[src/rtl/card_datapath.sv]
// Card datapath for the baccarat hand sequencer: deals cards on load strobes and derives scores.
// Define LFSR_DEAL_EN to replace the wrap counter dealer source with an 8-bit LFSR.
module card_datapath #(
  parameter int unsigned RANK_MIN = 1,
  parameter int unsigned RANK_MAX = 13
`ifdef LFSR_DEAL_EN
  ,
  parameter logic [7:0]  LFSR_SEED = 8'hA5
`endif
) (
  input  logic       slow_clock,
  input  logic       reset,
  input  logic       load_pcard1,
  input  logic       load_pcard2,
  input  logic       load_pcard3,
  input  logic       load_dcard1,
  input  logic       load_dcard2,
  input  logic       load_dcard3,
  output logic [3:0] pcard1_r,
  output logic [3:0] pcard2_r,
  output logic [3:0] pcard3_r,
  output logic [3:0] dcard1_r,
  output logic [3:0] dcard2_r,
  output logic [3:0] dcard3_r,
  output logic [3:0] pscore,
  output logic [3:0] dscore,
  output logic [3:0] pcard3,
  output logic       load_err,
  output logic [7:0] hand_count
);

  // Slot order: 0..2 player cards 1..3, 3..5 dealer cards 1..3
  logic [5:0] w_load;
  logic [3:0] w_card;
  logic       w_multi;
  logic [3:0] r_card [6];
  logic       r_load_err;
  logic [7:0] r_hand;

  assign w_load  = {load_dcard3, load_dcard2, load_dcard1, load_pcard3, load_pcard2, load_pcard1};
  // Clearing the lowest set bit leaves something only when two or more strobes are high
  assign w_multi = |(w_load & (w_load - 6'd1));

`ifdef LFSR_DEAL_EN
  logic [7:0] r_lfsr;
  logic       w_fb;

  assign w_fb = r_lfsr[7] ^ r_lfsr[5] ^ r_lfsr[4] ^ r_lfsr[3];

  always_ff @(posedge slow_clock or posedge reset) begin
    if (reset) begin
      r_lfsr <= LFSR_SEED;
    end else begin
      r_lfsr <= {r_lfsr[6:0], w_fb};
    end
  end

  assign w_card = 4'((32'(r_lfsr) % (RANK_MAX - RANK_MIN + 1)) + RANK_MIN);
`else
  logic [3:0] r_cnt;

  always_ff @(posedge slow_clock or posedge reset) begin
    if (reset) begin
      r_cnt <= 4'(RANK_MIN);
    end else if (r_cnt == 4'(RANK_MAX)) begin
      r_cnt <= 4'(RANK_MIN);
    end else begin
      r_cnt <= r_cnt + 4'd1;
    end
  end

  assign w_card = r_cnt;
`endif

  // A player-card-1 strobe starts a new hand; any slot strobed on the same edge still deals
  always_ff @(posedge slow_clock or posedge reset) begin
    if (reset) begin
      for (int i = 0; i < 6; i++) begin
        r_card[i] <= 4'd0;
      end
    end else begin
      for (int i = 0; i < 6; i++) begin
        if (w_load[i]) begin
          r_card[i] <= w_card;
        end else if (w_load[0]) begin
          r_card[i] <= 4'd0;
        end
      end
    end
  end

  always_ff @(posedge slow_clock or posedge reset) begin
    if (reset) begin
      r_load_err <= 1'b0;
      r_hand     <= 8'd0;
    end else begin
      if (w_multi) begin
        r_load_err <= 1'b1;
      end
      if (w_load[0]) begin
        r_hand <= r_hand + 8'd1;
      end
    end
  end

  function automatic logic [3:0] card_val(input logic [3:0] rank);
    return (rank <= 4'd9) ? rank : 4'd0;
  endfunction

  logic [3:0] w_val [6];
  logic [4:0] w_psum;
  logic [4:0] w_dsum;

  always_comb begin
    for (int i = 0; i < 6; i++) begin
      w_val[i] = card_val(r_card[i]);
    end
  end

  assign w_psum = 5'(w_val[0]) + 5'(w_val[1]) + 5'(w_val[2]);
  assign w_dsum = 5'(w_val[3]) + 5'(w_val[4]) + 5'(w_val[5]);

  assign pscore     = 4'(w_psum % 5'd10);
  assign dscore     = 4'(w_dsum % 5'd10);
  assign pcard3     = w_val[2];
  assign pcard1_r   = r_card[0];
  assign pcard2_r   = r_card[1];
  assign pcard3_r   = r_card[2];
  assign dcard1_r   = r_card[3];
  assign dcard2_r   = r_card[4];
  assign dcard3_r   = r_card[5];
  assign load_err   = r_load_err;
  assign hand_count = r_hand;

endmodule

[config.mk]
export PLATFORM = sky130hd
export DESIGN_NAME = card_datapath
export DESIGN_NICKNAME = d
export VERILOG_FILES = /design/src/rtl/card_datapath.sv
export SDC_FILE = /design/constraint.sdc
export NUM_CORES = 1
export LEC_CHECK = 0
export ABC_CLOCK_PERIOD_IN_PS = 9200
export CORE_ASPECT_RATIO = 1.2
export CORE_MARGIN = 5
export CORE_UTILIZATION = 55
export CTS_CLUSTER_DIAMETER = 30
export CTS_CLUSTER_SIZE = 8
export DETAILED_ROUTE_END_ITERATION = 10
export PLACE_DENSITY = 0.85
export SYNTH_ARGS = -nofsm -noshare
export SYNTH_HDL_FRONTEND = slang
export SYNTH_SLANG_ARGS = --single-unit
export TNS_END_PERCENT = 50
[constraint.sdc]
create_clock -name slow_clock -period 9.2 [get_ports slow_clock]
set_clock_uncertainty 0.2 [all_clocks]
set_input_delay 1.84 -clock slow_clock [delete_from_list [all_inputs] [get_ports slow_clock]]
set_output_delay 1.84 -clock slow_clock [all_outputs]
set_load 0.01 [all_outputs]
After elaboration in Yosys (flattened, before gate mapping)
Index checks and enable logic that the tools add are counted. Widths: inputs -> output; s select.

Bits in registers: 37. Latch bits: 0. Bits in writable memories: 0. Memory bits (read-only): 0. Input bits: 8. Output and inout bits: 45. Logic and storage cells: 45. Memories kept: 0.

$add $sub $neg: 7. Multipliers: 0. Div/mod/pow operators: 2. Magnitude comparators: 6. Eq/ne operators: 1. Shift-type cells: 0. Mux-type cells: 13. Bitwise operators: 1. Reduce and logical (&&, ||, !) cells: 6.

Operators with widths (number): $mux 4 (13); $le 4x4->1 const B (6); $add 4x4->5 (2); $add 5x4->5 (2); $mod 5x4->5 const B (2); $reduce_bool 2->1 (5); $add 8x1->8 const B (1); $and 6x6->6 (1); $reduce_or 6->1 (1); $sub 6x1->6 const B (1); $add 4x1->4 const B (1); $eq 4x4->1 const B (1).

Depth between registers and ports, before layout
Gate-level depths: netlist of the first run.

Depth after elaboration: 5. Depth in mapped cells: 16. Gate-level depth less buffers: 16.

Worst setup path after synthesis of the first run
OpenSTA, ideal clock, no wires.

Path kind: flip-flop to output port. Start point: register r_card (netlist bit pcard3_r[2]). End point: output port pscore[2]. Arrival time: 3.965 ns. Slack: 3.195 ns. Cell stages (with the launch flop): 16. Buffers on the path: 0. Cells stage by stage: dfrtp_1 -> nor2b_1 -> inv_1 -> fa_1 -> inv_1 -> fa_1 -> xor2_1 -> inv_1 -> ha_1 -> o22ai_1 -> xnor2_1 -> ha_1 -> o31a_1 -> or3_4 -> a21oi_2 -> mux2i_1.

Word-level cells in the longest chain between the ends: 4.

RTL lines: start: declaration (RTL line 36) `logic [3:0] r_card [6];`; start signal: indexed assignment (RTL line 84) `r_card[i] <= w_card;`; $le 4x4->1 (RTL line 107) `return (rank <= 4'd9) ? rank : 4'd0;`; $mux 4 (*) (RTL line 107); net pcard3[2] (RTL line 27) `output logic [3:0] pcard3,`; $add 5x4->5 (*) (RTL line 120) `assign w_psum = 5'(w_val[0]) + 5'(w_val[1]) + 5'(w_val[2]);`; $mod 5x4->5 (*) (RTL line 123) `assign pscore = 4'(w_psum % 5'd10);`; end: declaration (RTL line 25) `output logic [3:0] pscore,`.

The timed path passes the listed nets; every way through them passes the cells marked *.

Worst setup path in the final report of the first run
Start point: register r_card (netlist bit pcard3_r[3]). End point: output port pscore[2].

Word-level cells in the longest chain between the ends: 4.

RTL lines (RTL line): $le 4x4->1 (107); $mux 4 (*) (107); $add 5x4->5 (*) (120); $mod 5x4->5 (*) (123).

Every way passes the cells marked *; elsewhere a longest branch is shown, timed or not.

==> results of run 1 <==
[placed cells by master, fill, tap and decap left out, drive strengths merged, types with 2 or more instances in the layout]
cell           instances
nand3                  4
o211ai                 2
or2                    2
nor4                   2
nand4                  2
clkdlybuf4s50         52
a31oi                  3
nor3                   3
nor2                  11
xnor2                 10
mux2                   5
a22oi                  2
o21ai                 35
fa                    10
a211oi                 3
o22ai                  2
and2                   6
nand2                 33
xor2                   5
nor2b                  5
dfrtp                 36
nand2b                29
ha                    13
clkbuf                 7
inv                   23
and3                   2
and4b                  2
a21oi                  7
[final cells by class]
type	instances	area (um2)	area share
inverters	23	86.3	0.0274
multi-input cells	205	1430	0.456
clock inverters	1	5.00	0.00159
flip-flops and latches	37	927	0.295
clock buffers	7	96.3	0.0306
repair buffers	53	528	0.168
well taps	56	70.1	0.0223
[logic make-up (layout without fill, tap and decap cells)]
family          Yosys count  after routing
flops                    37             37
xor+xnor                 15             15
buf+inv                  35             84
compound gates           58             58
simple gates            103            103
mux                       6              6
fa+ha+maj                23             23
[path summary, 6_finish.rpt]
| path | startpoint | to | cells after the start |
|---|---|---|---|
| max | pcard3_r[3] | pscore[2] | 16 |
| min | hand_count[7] | hand_count[7] | 1 |
| max reg2reg | hand_count[2] | hand_count[7] | 4 |
| min reg2reg | hand_count[7] | hand_count[7] | 1 |
| max in group asynchronous | reset | r_cnt[0] | 3 |
| min in group asynchronous | reset | dcard1_r[2] | 3 |
[layer usage]
metal | up-vias | share of wire | global-route usage
met2 | 51 | 0.50 | 0.321
met1 | 959 | 0.43 | 0.256
met4 | 0 | 0.018 | 0.0632
met3 | 9 | 0.053 | 0.0470
met5 | - | 0 | 0
li1 | 1015 | - | -
[sequential cells by signal (all words and copies together) (netlist names)]
register    cells
hand_count      8
dcard1_r        4
dcard2_r        4
dcard3_r        4
pcard1_r        4
pcard2_r        4
pcard3_r        4
r_cnt           4
load_err        1
[power by group]
group,leakage (nW),switching (mW),internal (mW)
clock,0.0542,0.0576,0.0677
combinational,0.865,0.0932,0.113
sequential,0.452,0.0224,0.182
[per-stage QoR]
step,power [mW],hold WS (ns),setup WS [ns],cells
3_3_place_gp,0.407,0.261,2.78,374
4_1_cts,0.542,0.276,2.30,382
6_report,0.536,0.271,2.30,382
3_5_place_dp,0.414,0.263,2.62,374
2_1_floorplan,0.320,0.299,3.20,277
5_1_grt,0.572,0.293,2.05,382
[critical path, cell delays in order (launching register included)]
cell,delay (ns)
dfrtp_1,0.42
o21ai_0,0.10
and2_1,0.19
fa_1,0.43
ha_1,0.22
fa_1,0.38
xor2_1,0.26
inv_1,0.14
ha_1,0.24
o22ai_1,0.20
xnor2_1,0.13
ha_1,0.23
o31a_1,0.31
or3_4,0.34
a21oi_2,0.21
mux2i_1,0.20
clkdlybuf4s50_1,0.55
==> summary.txt, run 1 <==
CTS
  – Reg clk slew, reported paths: 0.07 ns
  – Sinks on the clock net: 37
  – CTS Hold Buffers Added: 0
  – CTS root buf: clkbuf_8
  – Setup bufs post-CTS: 0
  – Clk buf depth: 2
  – CTS tree: done
  – Post-cts sizing count: 0
  – CTS Buf Count: 5
  – Clock Latency Late Sink: 0.29 ns
  – Htree depth: 2

Floorplan
  – Core Box Area: 0.00433 mm2
  – IO Count: between 50 and 60
  – # rows: 26
  – DIE HEIGHT: 83.7 um
  – Starting Density: 0.576
  – Die X: 71.5 um
  – Die area: approximately 0.006 mm2

STA
  – Fmax: 145 MHz
  – Final Hold Fails: 0
  – Period utilisation layout: 0.750
  – Worst-Margin Slew: ~0.97 ns
  – Relative slew margins: 0.354
  – Fin. max-slew vios: 0
  – Final Critical Period: 6.90 ns
  – Final setup vio count: 0
  – TNS Setup: 0 ns
  – RSZ-0062 raised after global routing: no

Yosys
  – Top cells by area, synth: dfrtp_1 (36%), fa_1 (8.0%), nand2b_1 (7.3%)
  – Main flop type after synthesis: dfrtp_1
  – Post-Synth Simple-Gate Area: 0.217
  – Top cells by count, synth: dfrtp_1 (36), o21ai_0 (35), nand2_1 (33)
  – Mapped Nets: 308
  – Xor/xnor share of the synthesized area: 0.0527
  – Flops & latches, synth: 37
  – Compound-Gate Fraction of Synth Area: 0.134
  – Adder-cell share of the synthesized area: 0.146
  – Post-synth EDFFs: 0
  – Synth top area share: 0.361
  – Async SR Flop Fraction: 1.00
  – Post-Syn Instances: 277
  – Area leader, netlist: dfrtp_1
  – Register area share after synthesis: 0.372
  – Synth unique cells: 38
  – Mapped Area: 0.00249 mm2
  – Largest family of logic cells by synthesized area: simple AND/OR/NAND/NOR gates
  – Count leader, synth: dfrtp_1
  – Mapped Avg Cell Area: 9.00 um2
  – Yosys warns: 0
  – Mux cell area share after synthesis: 0.0266

Layout
  – Area grow syn2layout: 26.3%
  – Fill count: 351
  – # diodes: 0
  – Finished Core Util: 0.727
  – Cell area after layout: between 0.003 and 0.004 mm2
  – Layout cells sized above 1: 0.0552
  – Final nets: 356

Run status
  – Status: finished, final reports clean

Detailed routing
  – DR WL/cell: 14.4 um
  – DR DRC count: 0
  – Final ANT Viol Nets: 0
  – Total wire length: between 5 and 6 mm
  – Vias: slightly above 2,000
  – Drt first pass iters: 4
  – Vias per cell: 5.32
  – Drt initial violations: 67

Global routing
  – Vias in the first global route: 2,045
  – Largest net degree at the start of global routing: 38
  – First-pass GRT wire length: 9.53 mm
  – Grt total ovfl: 0
  – Tot GR Track Use: 0.197
  – Initial antenna violation count: 0

Critical path
  – Reg2reg setup slack: 7.78 ns
  – Crit path launch type: flip-flop
  – CP arrival: 4.86 ns
  – Worst Setup Path Type: flip-flop to output port
  – Kind of end point of the critical path: output port
  – Crit path max fanout: 6
  – Worst Path Required: 7.16 ns

Placed design
  – Port Buffers: 52
  – Placed instance area: 0.00305 mm2
  – Routability congestion estimate: 0.949
  – DP Wirelength: 4.10 mm

Min path
  – Hold Path Class: flip-flop to flip-flop

Pwr
  – Max VDD drop: 0.186 mV
  – Leak: 1.37 nW
  – PwrDens: between 150 and 200 mW/mm2

Flow run
  – Maxcap violations: 0
Note: power is estimated with default switching activity, not from simulation.
==> run 2, diff against run 1 <==
Settings changed: ABC_CLOCK_PERIOD_IN_PS 9200 to 6850, CORE_UTILIZATION 55 to 51, PLACE_DENSITY 0.85 to 0.8.
Clock period 9.2 ns to 6.85 ns, I/O delays scaled along.
==> run 2 against run 1 <==
Compared with the run above: core utilization shrank 4.9 points; count of clock-buffer cells in the layout shrank 2; clock power grew 50%; combinational power grew 34%; die area grew 6.8%; sequential power grew 34%; global-route usage shrank 1.2 points; highest routed layer unchanged.
==> summary.txt, run 2 (synthesized netlist as in run 1, its figures left out) <==
Critical path
  – CP arrival: 4.91 ns (+0.05 ns)
  – Worst Path Required: 5.28 ns (-1.88 ns)
  – FF-to-FF Start: hand_count[2]
  – Crit path max fanout: 6 (unchanged)
  – Crit path launch type: flip-flop
  – Worst Setup Path Type: flip-flop to output port
  – Kind of end point of the critical path: output port
  – Crit path launch: pcard3_r[3]

Layout
  – Commonest non-fill, non-tap cells in the layout: clkdlybuf4s50_1 (52), dfrtp_1 (36), o21ai_0 (35), nand2_1 (33), nand2b_1 (29)
  – Area of the multi-input gates: 0.00143 mm2 (unchanged)
  – Layout cells sized above 1: 0.0552 (unchanged)
  – Area grow syn2layout: 26.9%
  – Fill count: 402 (+15%)
  – Most common cell after layout, fill and taps aside: clkdlybuf4s50_1
  – Reg area: 927 um2 (unchanged)
  – # diodes: 0 (unchanged)
  – Final nets: 356 (unchanged)
  – Number of flip-flops under the largest register name: 8 (unchanged)

STA
  – Worst-Margin Slew: 0.905 ns (-0.0606 ns)
  – RSZ-0062 raised after global routing: no
  – Hold_ws: 0.277 ns (+0.00689 ns)
  – Final setup vio count: 0 (unchanged)
  – Fin. max-slew vios: 0 (unchanged)
  – Period utilisation layout: 0.946
  – Post-route setup slack: 0.371 ns (-1.93 ns)
  – Final Critical Period: 6.48 ns
  – TNS Setup: 0 ns (unchanged)
  – Fmax: approximately 150 MHz
  – Relative slew margins: 0.395 (+0.0405)
  – Final Hold Fails: 0 (unchanged)

Global routing
  – Global-route met2 utilization: 0.323 (+0.00232)
  – Met1 usage: 0.225 (-0.0305)
  – Grt total ovfl: 0 (unchanged)
  – Met3 Use GR: 0.0360 (-0.0110)
  – Vias in the first global route: 2,025 (-0.98%)
  – Largest net degree at the start of global routing: 38 (unchanged)
  – Tot GR Track Use: 0.185 (-0.0122)
  – Gr busiest metal: met2
  – Initial antenna violation count: 0 (unchanged)
  – First-pass GRT wire length: 9.35 mm (-1.9%)

Floorplan
  – Core Box Area: 0.00466 mm2 (+7.8%)
  – Die X: 73.8 um (+3.3%)
  – DIE HEIGHT: 86.6 um (+3.4%)
  – Die area: 0.00639 mm2 (+6.8%)
  – Starting Density: 0.535 (-0.0414)
  – IO Count: 53 (unchanged)
  – # rows: 27 (+3.8%)

Pwr
  – Pint: 0.504 mW (+39%)
  – NetSw: 0.233 mW (+35%)
  – Switch share: 0.316 (-0.00703)
  – PwrDens: 233 mW/mm2 (+37%)
  – Leak: 1.37 nW (about the same)
  – Max VDD drop: 0.278 mV (+50%)
  – Part of the power in registers: 0.372 (-0.009)
  – Combinational share of power: 0.374 (-0.011)
  – Clock power frac: 0.254 (+0.020)

Placed design
  – DP Wirelength: 4.24 mm (+3.6%)
  – Port Buffers: 52 (unchanged)
  – Routability congestion estimate: 0.839 (-12%)
  – Dpl ws: 0.679 ns (-1.94 ns)

Detailed routing
  – Drt first pass iters: 4 (unchanged)
  – Vias: 2,060 (+1.3%)
  – Final ANT Viol Nets: 0 (unchanged)
  – Vias per cell: 5.36 (+0.75%)
  – DR WL/cell: 14.1 um (-1.9%)
  – Drt initial violations: 80 (+19%)
  – DR DRC count: 0 (unchanged)
  – Total wire length: 5.42 mm (-1.4%)

Run status
  – Status: finished, final reports clean

Min path
  – HP Start: hand_count[7]
  – Hold Path Class: flip-flop to flip-flop

CTS
  – Setup bufs post-CTS: 0 (unchanged)
  – CTS tree: done
  – CTS Hold Buffers Added: 0 (unchanged)
  – Post-cts sizing count: 0 (unchanged)
  – Clk buf depth: 2 (unchanged)
  – Sinks on the clock net: 37 (unchanged)
  – Reg clk slew, reported paths: 0.08 ns (about the same)
  – CTS root buf: clkbuf_8
  – Htree depth: 2 (unchanged)
  – CTS Buf Count: 5 (unchanged)
  – Clock Latency Late Sink: 0.29 ns (about the same)

Flow run
  – Maxcap violations: 0 (unchanged)
run 2: cell types whose count changed in the layout (fill, tap and decap cells not counted), sizes merged:
cell,change
clkbuf,-2
bufinv,+1
clkinvlp,+1
run 2: worst paths after layout:
check / end / slack (ns) / depth (start not counted)
setup / recovery: pscore[2] / 0.37 / 16
hold / removal: hand_count[7] / 0.28 / 1
setup reg to reg: hand_count[7] / 5.42 / 4
hold reg to reg: hand_count[7] / 0.28 / 1
max in group asynchronous: r_cnt[0] / 4.82 / 3
min in group asynchronous: dcard3_r[0] / 1.28 / 3
run 2: area by class of cell:
class / instances / area share
clock inverter: 3 / 0.0146
sequential: 37 / 0.293
tap: 58 / 0.0229
inverter: 23 / 0.0273
clock buffer: 5 / 0.0218
timing repair buffer: 53 / 0.167
multi-input combinational: 205 / 0.453
run 2: power groups by stage:
stage	registers [mW]	logic [mW]	clock network [mW]
finish	0.274	0.276	0.187
floorplan	0.284	0.146	0
CTS	0.274	0.281	0.192
detailed placement	0.277	0.280	0
global placement	0.276	0.272	0
global route	0.280	0.306	0.202
run 2: per-layer routing:
metal,share of wire,wire (um)
met1,0.42,2270
met2,0.52,2820
met3,0.050,271
met4,0.011,57
met5,0,0
run 2: critical path, stage by stage, from the launching register on:
cell and delay, ns:
dfrtp_1 0.44, o21ai_0 0.11, and2_1 0.20, fa_1 0.44
ha_1 0.22, fa_1 0.38, xor2_1 0.27, inv_1 0.14
ha_1 0.25, o22ai_1 0.20, xnor2_1 0.13, ha_1 0.23
o31a_1 0.31, or3_4 0.34, a21oi_2 0.20, mux2i_1 0.22
clkdlybuf4s50_1 0.56
run 2: through the flow:
step                      area (um2)  utilization  instances  power, mW
after CTS                       3160        0.678        384      0.747
final                           3160        0.678        384      0.737
after global routing            3160        0.678        384      0.788
after floorplan                 2490            -        277      0.430
after detailed placement        3050        0.654        376      0.557
after global placement          3050        0.654        376      0.548
